`src/rtl/high_bit_search_pipe.sv`:
```
// ---------------------------------------------------------------------------
// high_bit_search_pipe
//   Two-stage pipelined set-bit search. Each accepted word returns the index
//   of its most-significant set bit (in_search_low=0) or its least-significant
//   set bit (in_search_low=1), plus a found flag. The word is split into
//   SEG_WIDTH-bit segments. Stage 1 finds a per-segment hit and a position
//   within that segment. Stage 2 (the output registers) picks the winning
//   segment and combines the two into the final index.
//   Both sides use valid/ready handshakes. A saturating debug counter tracks
//   how many accepted words were all-zero.
//
// Ports
//   clk           rising-edge clock
//   rst_n         asynchronous active-low reset
//   in_valid      input_data / in_search_low valid
//   in_ready      block can accept input this cycle (combinational)
//   input_data    word to search
//   in_search_low 0 = highest set bit, 1 = lowest set bit
//   out_valid     result valid
//   out_ready     downstream accepts result
//   out_index     bit index found (0 when nothing is set)
//   out_found     input had at least one set bit
//   zero_count    accepted all-zero inputs, saturating
// ---------------------------------------------------------------------------
module high_bit_search_pipe #(
  parameter int unsigned INPUT_WIDTH = 8,
  parameter int unsigned SEG_WIDTH   = 4,
  parameter int unsigned CNT_WIDTH   = 16,
  localparam int unsigned IDX_WIDTH  = $clog2(INPUT_WIDTH)
) (
  input  logic                   clk,
  input  logic                   rst_n,
  input  logic                   in_valid,
  output logic                   in_ready,
  input  logic [INPUT_WIDTH-1:0] input_data,
  input  logic                   in_search_low,
  output logic                   out_valid,
  input  logic                   out_ready,
  output logic [IDX_WIDTH-1:0]   out_index,
  output logic                   out_found,
  output logic [CNT_WIDTH-1:0]   zero_count
);

  localparam int unsigned NUM_SEGS      = INPUT_WIDTH / SEG_WIDTH;
  localparam int unsigned SEG_IDX_WIDTH = (SEG_WIDTH > 1) ? $clog2(SEG_WIDTH) : 1;

  // Reject parameter sets the segmented search cannot represent.
  if (INPUT_WIDTH < 2) begin : g_bad_input_width
    $error("high_bit_search_pipe: INPUT_WIDTH must be at least 2");
  end
  if ((INPUT_WIDTH % SEG_WIDTH) != 0) begin : g_bad_seg_divide
    $error("high_bit_search_pipe: SEG_WIDTH must divide INPUT_WIDTH");
  end
  if ((SEG_WIDTH & (SEG_WIDTH - 1)) != 0) begin : g_bad_seg_pow2
    $error("high_bit_search_pipe: SEG_WIDTH must be a power of two");
  end

  // Position of the highest or lowest set bit inside one segment, 0 if none.
  // Each scan runs toward the wanted end, so the last hit wins.
  function automatic logic [SEG_IDX_WIDTH-1:0] seg_pos(
    input logic [SEG_WIDTH-1:0] bits,
    input logic                 low
  );
    seg_pos = '0;
    if (low) begin
      for (int b = int'(SEG_WIDTH) - 1; b >= 0; b--) begin
        if (bits[b]) seg_pos = SEG_IDX_WIDTH'(b);
      end
    end else begin
      for (int b = 0; b < int'(SEG_WIDTH); b++) begin
        if (bits[b]) seg_pos = SEG_IDX_WIDTH'(b);
      end
    end
  endfunction

  // Handshake / pipeline advance
  logic s1_valid;
  logic s2_adv_c;
  logic s1_adv_c;
  logic in_xfer_c;

  assign s2_adv_c  = !out_valid || out_ready;
  assign s1_adv_c  = !s1_valid || s2_adv_c;
  assign in_ready  = s1_adv_c;
  assign in_xfer_c = in_valid && in_ready;

  // Stage 1 combinational: per-segment hit flag and in-segment position
  logic [NUM_SEGS-1:0]                    seg_any_c;
  logic [NUM_SEGS-1:0][SEG_IDX_WIDTH-1:0] seg_idx_c;

  for (genvar g = 0; g < int'(NUM_SEGS); g++) begin : g_seg
    assign seg_any_c[g] = |input_data[g*SEG_WIDTH +: SEG_WIDTH];
    assign seg_idx_c[g] = seg_pos(input_data[g*SEG_WIDTH +: SEG_WIDTH], in_search_low);
  end

  // Stage 1 registers; the mode bit travels with its data
  logic                                   s1_low;
  logic [NUM_SEGS-1:0]                    s1_seg_any;
  logic [NUM_SEGS-1:0][SEG_IDX_WIDTH-1:0] s1_seg_idx;

  always_ff @(posedge clk or negedge rst_n) begin
    if (!rst_n) begin
      s1_valid   <= 1'b0;
      s1_low     <= 1'b0;
      s1_seg_any <= '0;
      s1_seg_idx <= '0;
    end else if (s1_adv_c) begin
      s1_valid <= in_valid;
      if (in_valid) begin
        s1_low     <= in_search_low;
        s1_seg_any <= seg_any_c;
        s1_seg_idx <= seg_idx_c;
      end
    end
  end

  // Stage 2 combinational: pick the winning segment and build the index
  logic [IDX_WIDTH-1:0] sel_index_c;
  logic                 sel_found_c;

  always_comb begin
    sel_index_c = '0;
    sel_found_c = |s1_seg_any;
    if (s1_low) begin
      for (int k = int'(NUM_SEGS) - 1; k >= 0; k--) begin
        if (s1_seg_any[k]) begin
          sel_index_c = IDX_WIDTH'(k * int'(SEG_WIDTH)) + IDX_WIDTH'(s1_seg_idx[k]);
        end
      end
    end else begin
      for (int k = 0; k < int'(NUM_SEGS); k++) begin
        if (s1_seg_any[k]) begin
          sel_index_c = IDX_WIDTH'(k * int'(SEG_WIDTH)) + IDX_WIDTH'(s1_seg_idx[k]);
        end
      end
    end
  end

  // Stage 2 registers = block outputs; they hold while stalled
  always_ff @(posedge clk or negedge rst_n) begin
    if (!rst_n) begin
      out_valid <= 1'b0;
      out_index <= '0;
      out_found <= 1'b0;
    end else if (s2_adv_c) begin
      out_valid <= s1_valid;
      if (s1_valid) begin
        out_index <= sel_index_c;
        out_found <= sel_found_c;
      end
    end
  end

  // Debug count of accepted all-zero words, stops at all-ones
  always_ff @(posedge clk or negedge rst_n) begin
    if (!rst_n) begin
      zero_count <= '0;
    end else if (in_xfer_c && (input_data == '0) && (zero_count != {CNT_WIDTH{1'b1}})) begin
      zero_count <= zero_count + CNT_WIDTH'(1);
    end
  end

endmodule

```
`config.mk`:
```
export PLATFORM = sky130hd
export DESIGN_NAME = high_bit_search_pipe
export DESIGN_NICKNAME = d
export VERILOG_FILES = /design/src/rtl/high_bit_search_pipe.sv
export SDC_FILE = /design/constraint.sdc
export NUM_CORES = 1
export LEC_CHECK = 0
export ABC_AREA = 1
export CORE_AREA = 2 2 56 68
export CTS_BUF_LIST = sky130_fd_sc_hd__clkbuf_16
export DETAILED_ROUTE_END_ITERATION = 8
export DIE_AREA = 0 0 58 70
export PLACE_DENSITY = 0.78
export REMOVE_ABC_BUFFERS = 1
export SETUP_SLACK_MARGIN = 0.2
export SLEW_MARGIN = 20
export SYNTH_ARGS = -nofsm -noshare
export SYNTH_HDL_FRONTEND = slang
export SYNTH_SLANG_ARGS = --single-unit
```
`constraint.sdc`:
```
create_clock -name clk -period 1.85 [get_ports clk]
set_input_delay 0.37 -clock clk [delete_from_list [all_inputs] [get_ports clk]]
set_output_delay 0.37 -clock clk [all_outputs]
set_load 0.02 [all_outputs]
```
## After elaboration in Yosys (flattened, before gate mapping)

Index checks and enable logic that the tools add are counted.

- Flip-flop bits (word level): 29
- Output and inout bits: 22

- Eq/ne operators: 1
- Add/sub/neg operators: 2
- Reductions and logical operators: 13
- Mux-type cells: 21

Operators by type and width:

| operator | count |
|---|---|
| $mux W2 | 15 |
| $add A16 B1 Y16 const B | 1 |
| $ne A16 B16 Y1 const B | 1 |
| $mux W3 | 4 |
| $logic_not A8 Y1 | 1 |
| $reduce_or A4 Y1 | 2 |
| $reduce_and A2 Y1 | 2 |
| $add A3 B2 Y3 const A | 1 |
| $logic_and A1 B1 Y1 | 3 |
| $logic_not A1 Y1 | 2 |
| $logic_or A1 B1 Y1 | 2 |
| $mux W1 | 2 |
| $reduce_or A2 Y1 | 1 |

## Depth between registers and ports, before layout

Gate-level depths: netlist of the first run.

- Depth in word-level cells: 6
- Mapped depth: 9
- Mapped depth without buffers: 8

## Worst setup path before layout of the first run

No wires, ideal clock.

- Path type: register -> register
- Start point: register zero_count[0]
- End point: register zero_count[3]
- Stages on the path, launching flop included: 10
- Setup slack: 0.186 ns
- Required time: 1.732 ns
- Library setup time: 0.118 ns
- Period minus slack after synthesis: 1.664 ns
- Data arrival time: 1.546 ns
- Path through: dfrtp_1 > ha_1 > nand3_4 > nor2_4 > nand2_1 > nor2_1 > nor2_2 > buf_8 > nand2_1 > nand2_1

- Word-level cells in the longest chain between the ends: 2

RTL lines:

| item | line | source |
|---|---|---|
| start: declaration | 41 | `output logic [CNT_WIDTH-1:0] zero_count` |
| start signal: assignment | 159 | `zero_count <= zero_count + CNT_WIDTH'(1);` |
| branches (longest 2 deep; another with $add A16 B1 Y16) | -- |  |

Several ways; the timed one is not identified.
A chain may end at the register's enable or synchronous reset.

## Worst setup path after layout of the first run

- Start point: input out_ready
- End point: output in_ready

- Word-level cells in the longest chain between the ends: 2

RTL lines:

| item | line | source |
|---|---|---|
| start: declaration | 38 | `input logic out_ready,` |
| $logic_or A1 B1 Y1 | 82 | `assign s2_adv_c = !out_valid \|\| out_ready;` |
| $logic_or A1 B1 Y1 | 83 | `assign s1_adv_c = !s1_valid \|\| s2_adv_c;` |
| end: declaration | 34 | `output logic in_ready,` |

Every way passes these cells.

==> impl_metrics.tcl, run 1 <==
set metrics [dict create \
    n_antenna_cell 0 \
    drtPass1Iterations 4 \
    worstPathArrival_ns 1.24 \
    startpoint "out_ready" \
    layout-drive-gt1-share_pct 12.0 \
    drtIter0Drc 50 \
    ff2ff_path_depth 9 \
    post-route-period-util_pct 86.8 \
    dp_hpwl_um 2680 \
    timing.critical_path.buf_inv 3 \
    seqCellArea_um2 726 \
    r2r-start "zero_count[1]" \
    wl_per_cell_um 11.7 \
    hold_class "flip-flop to flip-flop" \
    wl_um 3680 \
    fin_setup_tns_ns 0 \
    ant_nets 0 \
    cts_tree "yes" \
    path_cells "clkdlybuf4s50_1, inv_2, nand3_2, clkdlybuf4s15_1" \
    drc 0 \
    path_class "input pin to output port" \
    outcome "complete, no violations" \
    start_kind "input pin" \
    place_ws_ns -0.0564 \
    rows 24 \
    clockBufferDepth 2 \
    h-tree-depth 2 \
    ys_seq_area_share_pct 43.0 \
    path_depth 4 \
    syn-cell-area_um2 1690 \
    grt_max_degree 30 \
    synth_seq_cells 29 \
    whs_ns 0.484 \
    first_global_vias 1533 \
    cts_buffers 5 \
    fill_cells 326 \
    antenna_found_initial 0 \
    die_x_um 58 \
    netlist_instances 231 \
    cp-end-kind "output port" \
    die_y_um 70 \
    rsz0062_at_grt "yes" \
    synth_area_per_cell_um2 7.30 \
    async_flop_share_pct 100 \
    gp_congestion 0.823 \
    power.static_leakage_nw 1.16 \
    multi_input_area_um2 856 \
    path_clk_slew_ns 0.05 \
    power.density_nw_per_um2 799 \
    yosysUniqueCellTypes 25 \
    worstReg2RegEnd "zero_count[15]" \
    worst_pin_slew_ns 0.361 \
    synth_warnings 0 \
    crit_slowest_cell "clkdlybuf4s50_1" \
    syn2layout_area_growth_pct 32.6 \
    core_area_um2 3480 \
    path_delay_family "buffers and inverters" \
    root_buffer "clkbuf_16" \
    setup_viol_count_final 0 \
    skew_ns 0.00214 \
    fin_ws_ns 0.243 \
    crit_fanout 2 \
    dr_total_vias 1609 \
    track_usage_pct 20.5 \
    vias_per_cell 5.14 \
    cts.sinks 29 \
    drv_cap 0 \
    final_util_pct 64.2 \
    crit_end "in_ready" \
    pin_count 35 \
    cp_slowest_stage_delay_ns 0.47 \
    post_cts_buffers 0 \
    ys.flop_type "dfrtp_1" \
    io_buffers 34 \
    cp_data_required_time_ns 1.48 \
    final_hold_viol_count 0 \
    dieArea_um2 4060 \
    initial_core_util_pct 48.4 \
    fmax_ghz 0.622 \
    grt_overflow 0 \
    grt_pass1_wl_um 6380 \
    final.min_clock_period_ns 1.61 \
    maxSlewViolCount 0 \
    fin_nets 288 \
    vdd_drop_max_v 0.000684 \
    clk_latency_ns 0.28 \
    synth_edf_count 0 \
    relSlewSlack_pct 75.9 \
    rrSetupSlack_ns 0.31 \
]
[what timing repair did]
action / in CTS / in global routing
resized for setup: 16 / 9
hold endpoints to repair: 0 / 0
pin swaps: 0 / 1
hold buffers: 0 / 0
setup endpoints to repair: 18 / 18
[through the flow]
stage | cell area [µm²] | instances | total power [mW]
after detailed placement | 2090 | 306 | 1.06
after floorplan | 1650 | 228 | 0.894
final | 2240 | 313 | 1.79
after global routing | 2240 | 313 | 1.87
after global placement | 2090 | 306 | 1.05
after CTS | 2200 | 313 | 1.80
[area by class of cell]
cell class / instances / share of cell area, %
Clock inverter: 2 / 0.336
Clock buffer: 5 / 5.60
Tap cell: 39 / 2.18
Sequential cell: 29 / 32.5
Timing Repair Buffer: 39 / 17.0
Inverter: 25 / 4.20
Multi-Input combinational cell: 174 / 38.3
[how the worst min path moves through the flow]
| stage | startpoint | endpoint | slack, ns | cells past startpoint |
|---|---|---|---|---|
| finish | out_index[2] | out_index[2] | 0.48 | 2 |
| global route | rst_n | zero_count[1] | 0.52 | 2 |
| CTS | out_index[2] | out_index[2] | 0.49 | 2 |
| detailed placement | s1_seg_idx[0] | s1_seg_idx[0] | 0.47 | 2 |
| global placement | s1_seg_idx[0] | s1_seg_idx[0] | 0.47 | 2 |
| floorplan | rst_n | out_found | 0.07 | 0 |
[cell families (layout without fill, tap and decap cells)]
logic type	Yosys count	after routing	share of synthesized area [%]
compound gates	23	23	7.12
simple gates	144	144	38.4
buf+inv	28	71	7.57
xor+xnor	6	6	3.12
flops	29	29	43.0
fa+ha+maj	1	1	0.742
[flip-flops by register name, indices dropped and copies added, names as in the netlist]
register and cells:
zero_count 16, s1_valid 1, out_found 1, out_index 3, out_valid 1, s1_low 1
s1_seg_any 2, s1_seg_idx 4
[cell usage after synthesis, drive strengths merged (3+ instances only)]
cell type	count	share of area [%]
o21ai	14	4.2
xor2	3	1.6
nand3	13	5.2
dfrtp	29	43
inv	25	5.6
nand2	99	23
nand4	7	2.6
a21oi	5	1.5
xnor2	3	1.6
nor2	23	6.3
[power by group]
group	switching, mW	internal [mW]	leakage, nW	total, mW
clock	0.265	0.478	0.0685	0.743
combinational	0.165	0.137	0.717	0.302
sequential	0.0425	0.700	0.377	0.742
total	0.473	1.31	1.16	1.79
[per-layer routing]
| metal | share of wire, % | global-route usage (%) | vias up | wire, µm |
|---|---|---|---|---|
| met1 | 41 | 22.6 | 746 | 1500 |
| met5 | 0 | 0 | - | 0 |
| li1 | - | - | 816 | - |
| met2 | 51 | 35.4 | 39 | 1890 |
| met3 | 5.2 | 5.56 | 8 | 192 |
| met4 | 2.7 | 10.1 | 0 | 99 |
[layout by cell type, fill, tap and decap left out]
master	netlist	routed
o21ai_1	1	1
nand3_4	1	1
nor2_4	2	2
clkbuf_16	0	5
nand2_1	94	94
ha_4	0	1
nor3_1	1	1
dlygate4sd2_1	0	15
buf_4	0	4
a31oi_1	2	2
xnor2_1	3	3
inv_2	6	6
dlymetal6s2s_1	0	3
inv_1	19	20
nand2_2	4	4
a21oi_1	5	5
nand4_1	7	7
o22ai_1	2	2
nor3_4	1	1
xor2_1	3	3
dfrtp_1	29	29
nand3_2	2	3
nor2_1	19	17
clkinv_1	0	1
nand3_1	10	9
nand2_4	1	1
o21ai_0	13	13
clkdlybuf4s50_1	0	15
buf_12	0	1
nor2_2	2	4
clkdlybuf4s15_1	0	1
[tightest hold or removal path, cell delays in order, from the launching register on]
cell	delay (ns)
dfrtp_1	0.34
nand2_1	0.05
nand2_1	0.05
No activity file was read; power rests on OpenSTA's default activity.
==> run 2: changes to the inputs <==
RECOVER_POWER = 50   (was not set)
==> run 2 against run 1 <==
Clock skew is essentially flat. Flip-flop and latch count unchanged. Clock power about the same. Setup slack worse by 0.11 ns. Sequential share of layout area increased by 0.46 points. Design area shrank 1.4%. Register-to-register slack barely moved. Total power shrank 0.87%. Critical path type unchanged.
==> impl_metrics.tcl, run 2 (synthesized netlist as in run 1, its figures left out) <==
set metrics [dict create \
    mostFrequentLayoutCell "nand2_1" \
    grt_max_degree 30 \
    rows 24 \
    layout_common_cells "nand2_1 (95), dfrtp_1 (29), inv_1 (21), nor2_1 (17), dlygate4sd2_1 (15)" \
    path_delay_family "buffers and inverters" \
    vias_per_cell 5.13 \
    final.min_clock_period_ns 1.71 \
    worst_pin_slew_ns 0.712 \
    fmax_ghz 0.584 \
    dp.cells 306 \
    n_antenna_cell 0 \
    grt_pass1_wl_um 6380 \
    path_cells "dlygate4sd3_1, inv_1, nand3_2, clkdlybuf4s15_1" \
    worstPathArrival_ns 1.34 \
    final_hold_viol_count 0 \
    grt_overflow 0 \
    cp_data_required_time_ns 1.48 \
    die_y_um 70 \
    cp_slowest_stage_delay_ns 0.54 \
    path_class "input pin to output port" \
    top_register "zero_count" \
    die_x_um 58 \
    syn2layout_area_growth_pct 30.7 \
    crit_slowest_cell "dlygate4sd3_1" \
    finalNonFillerCells 313 \
    cts.sinks 29 \
    largest_registers "zero_count x16, s1_seg_idx x4, out_index x3" \
    drtPass1Iterations 4 \
    pin_count 35 \
    start_kind "input pin" \
    rsz0062_at_grt "yes" \
    whs_ns 0.484 \
    p_total_mw 1.77 \
    clk_latency_ns 0.28 \
    io_buffers 34 \
    timing.critical_path.buf_inv 3 \
    place_area_um2 2090 \
    maxSlewViolCount 0 \
    place_ws_ns -0.0564 \
    fin_nets 288 \
    drc 0 \
    dieArea_um2 4060 \
    power.static_leakage_nw 1.12 \
    post-route-period-util_pct 92.6 \
    first_global_vias 1533 \
    track_usage_pct 20.5 \
    drv_cap 0 \
    wl_per_cell_um 11.8 \
    root_buffer "clkbuf_16" \
    vdd_drop_max_v 0.000684 \
    gp_congestion 0.823 \
    core_area_um2 3480 \
    wl_um 3690 \
    dr_total_vias 1606 \
    h-tree-depth 2 \
    relSlewSlack_pct 52.5 \
    cp-end-kind "output port" \
    skew_ns 0.00192 \
    post_cts_buffers 0 \
    path_clk_slew_ns 0.05 \
    fin_setup_tns_ns 0 \
    crit_fanout 2 \
    hold_class "flip-flop to flip-flop" \
    outcome "complete, no violations" \
    initial_core_util_pct 48.4 \
    cts_tree "yes" \
    drtIter0Drc 45 \
    clockBufferDepth 2 \
    largest_reg_flops 16 \
    layout-drive-gt1-share_pct 11.3 \
    antenna_found_initial 0 \
    ant_nets 0 \
    fin_ws_ns 0.136 \
    cts_buffers 5 \
    dp_hpwl_um 2680 \
    final_area_um2 2200 \
    final_util_pct 63.3 \
    power.density_nw_per_um2 804 \
    fill_cells 334 \
    setup_viol_count_final 0 \
]
run 2: cell count changes in the layout (fill, tap and decap cells not counted), sizes merged:
| cell | previous run | this run |
|---|---|---|
| clkbuf | 5 | 9 |
| dlymetal6s2s | 3 | 0 |
| clkdlybuf4s50 | 15 | 13 |
| dlygate4sd3 | 0 | 2 |
| buf | 5 | 4 |
run 2: routing by layer:
metal	vias up	part of all wire (%)	global-route usage, %
met2	44	52	35.4
met3	10	5.5	5.56
met1	736	40	22.6
met4	0	2.9	10.1
li1	816	-	-
met5	-	0	0
run 2: worst min-delay path: stages, from the launching register on:
cell	delay, ns
dfrtp_1	0.34
nand2_1	0.05
nand2_1	0.05
run 2: report_power, final:
group          leakage (nW)  switching [mW]  internal [mW]
Combinational         0.674           0.164          0.121
Clock                0.0685           0.265          0.478
Sequential            0.377          0.0430          0.700
Total                  1.12           0.472           1.30
run 2: final timing paths:
| kind | cells past startpoint | slack [ns] | start | to |
|---|---|---|---|---|
| min in group asynchronous | 2 | 0.69 | rst_n | zero_count[4] |
| min reg2reg | 2 | 0.48 | out_index[2] | out_index[2] |
| min | 2 | 0.48 | out_index[2] | out_index[2] |
| max in group asynchronous | 2 | 0.71 | rst_n | zero_count[15] |
| max | 4 | 0.14 | out_ready | in_ready |
| max reg2reg | 9 | 0.31 | zero_count[1] | zero_count[11] |
run 2: layout make-up:
| type | instances | area [µm²] | area share, % |
|---|---|---|---|
| tap | 39 | 48.8 | 2.21 |
| inverter | 25 | 93.8 | 4.26 |
| clock buffer | 5 | 125 | 5.68 |
| sequential | 29 | 726 | 32.9 |
| timing repair buffer | 39 | 350 | 15.9 |
| multi-input combinational | 174 | 853 | 38.7 |
| clock inverter | 2 | 7.51 | 0.341 |
run 2: timing repair:
action                                  CTS  global route
gates cloned                              0             0
hold buffers                              0             0
resized for setup                        16             9
pin swaps                                 0             1
endpoints found under the setup margin   18            18
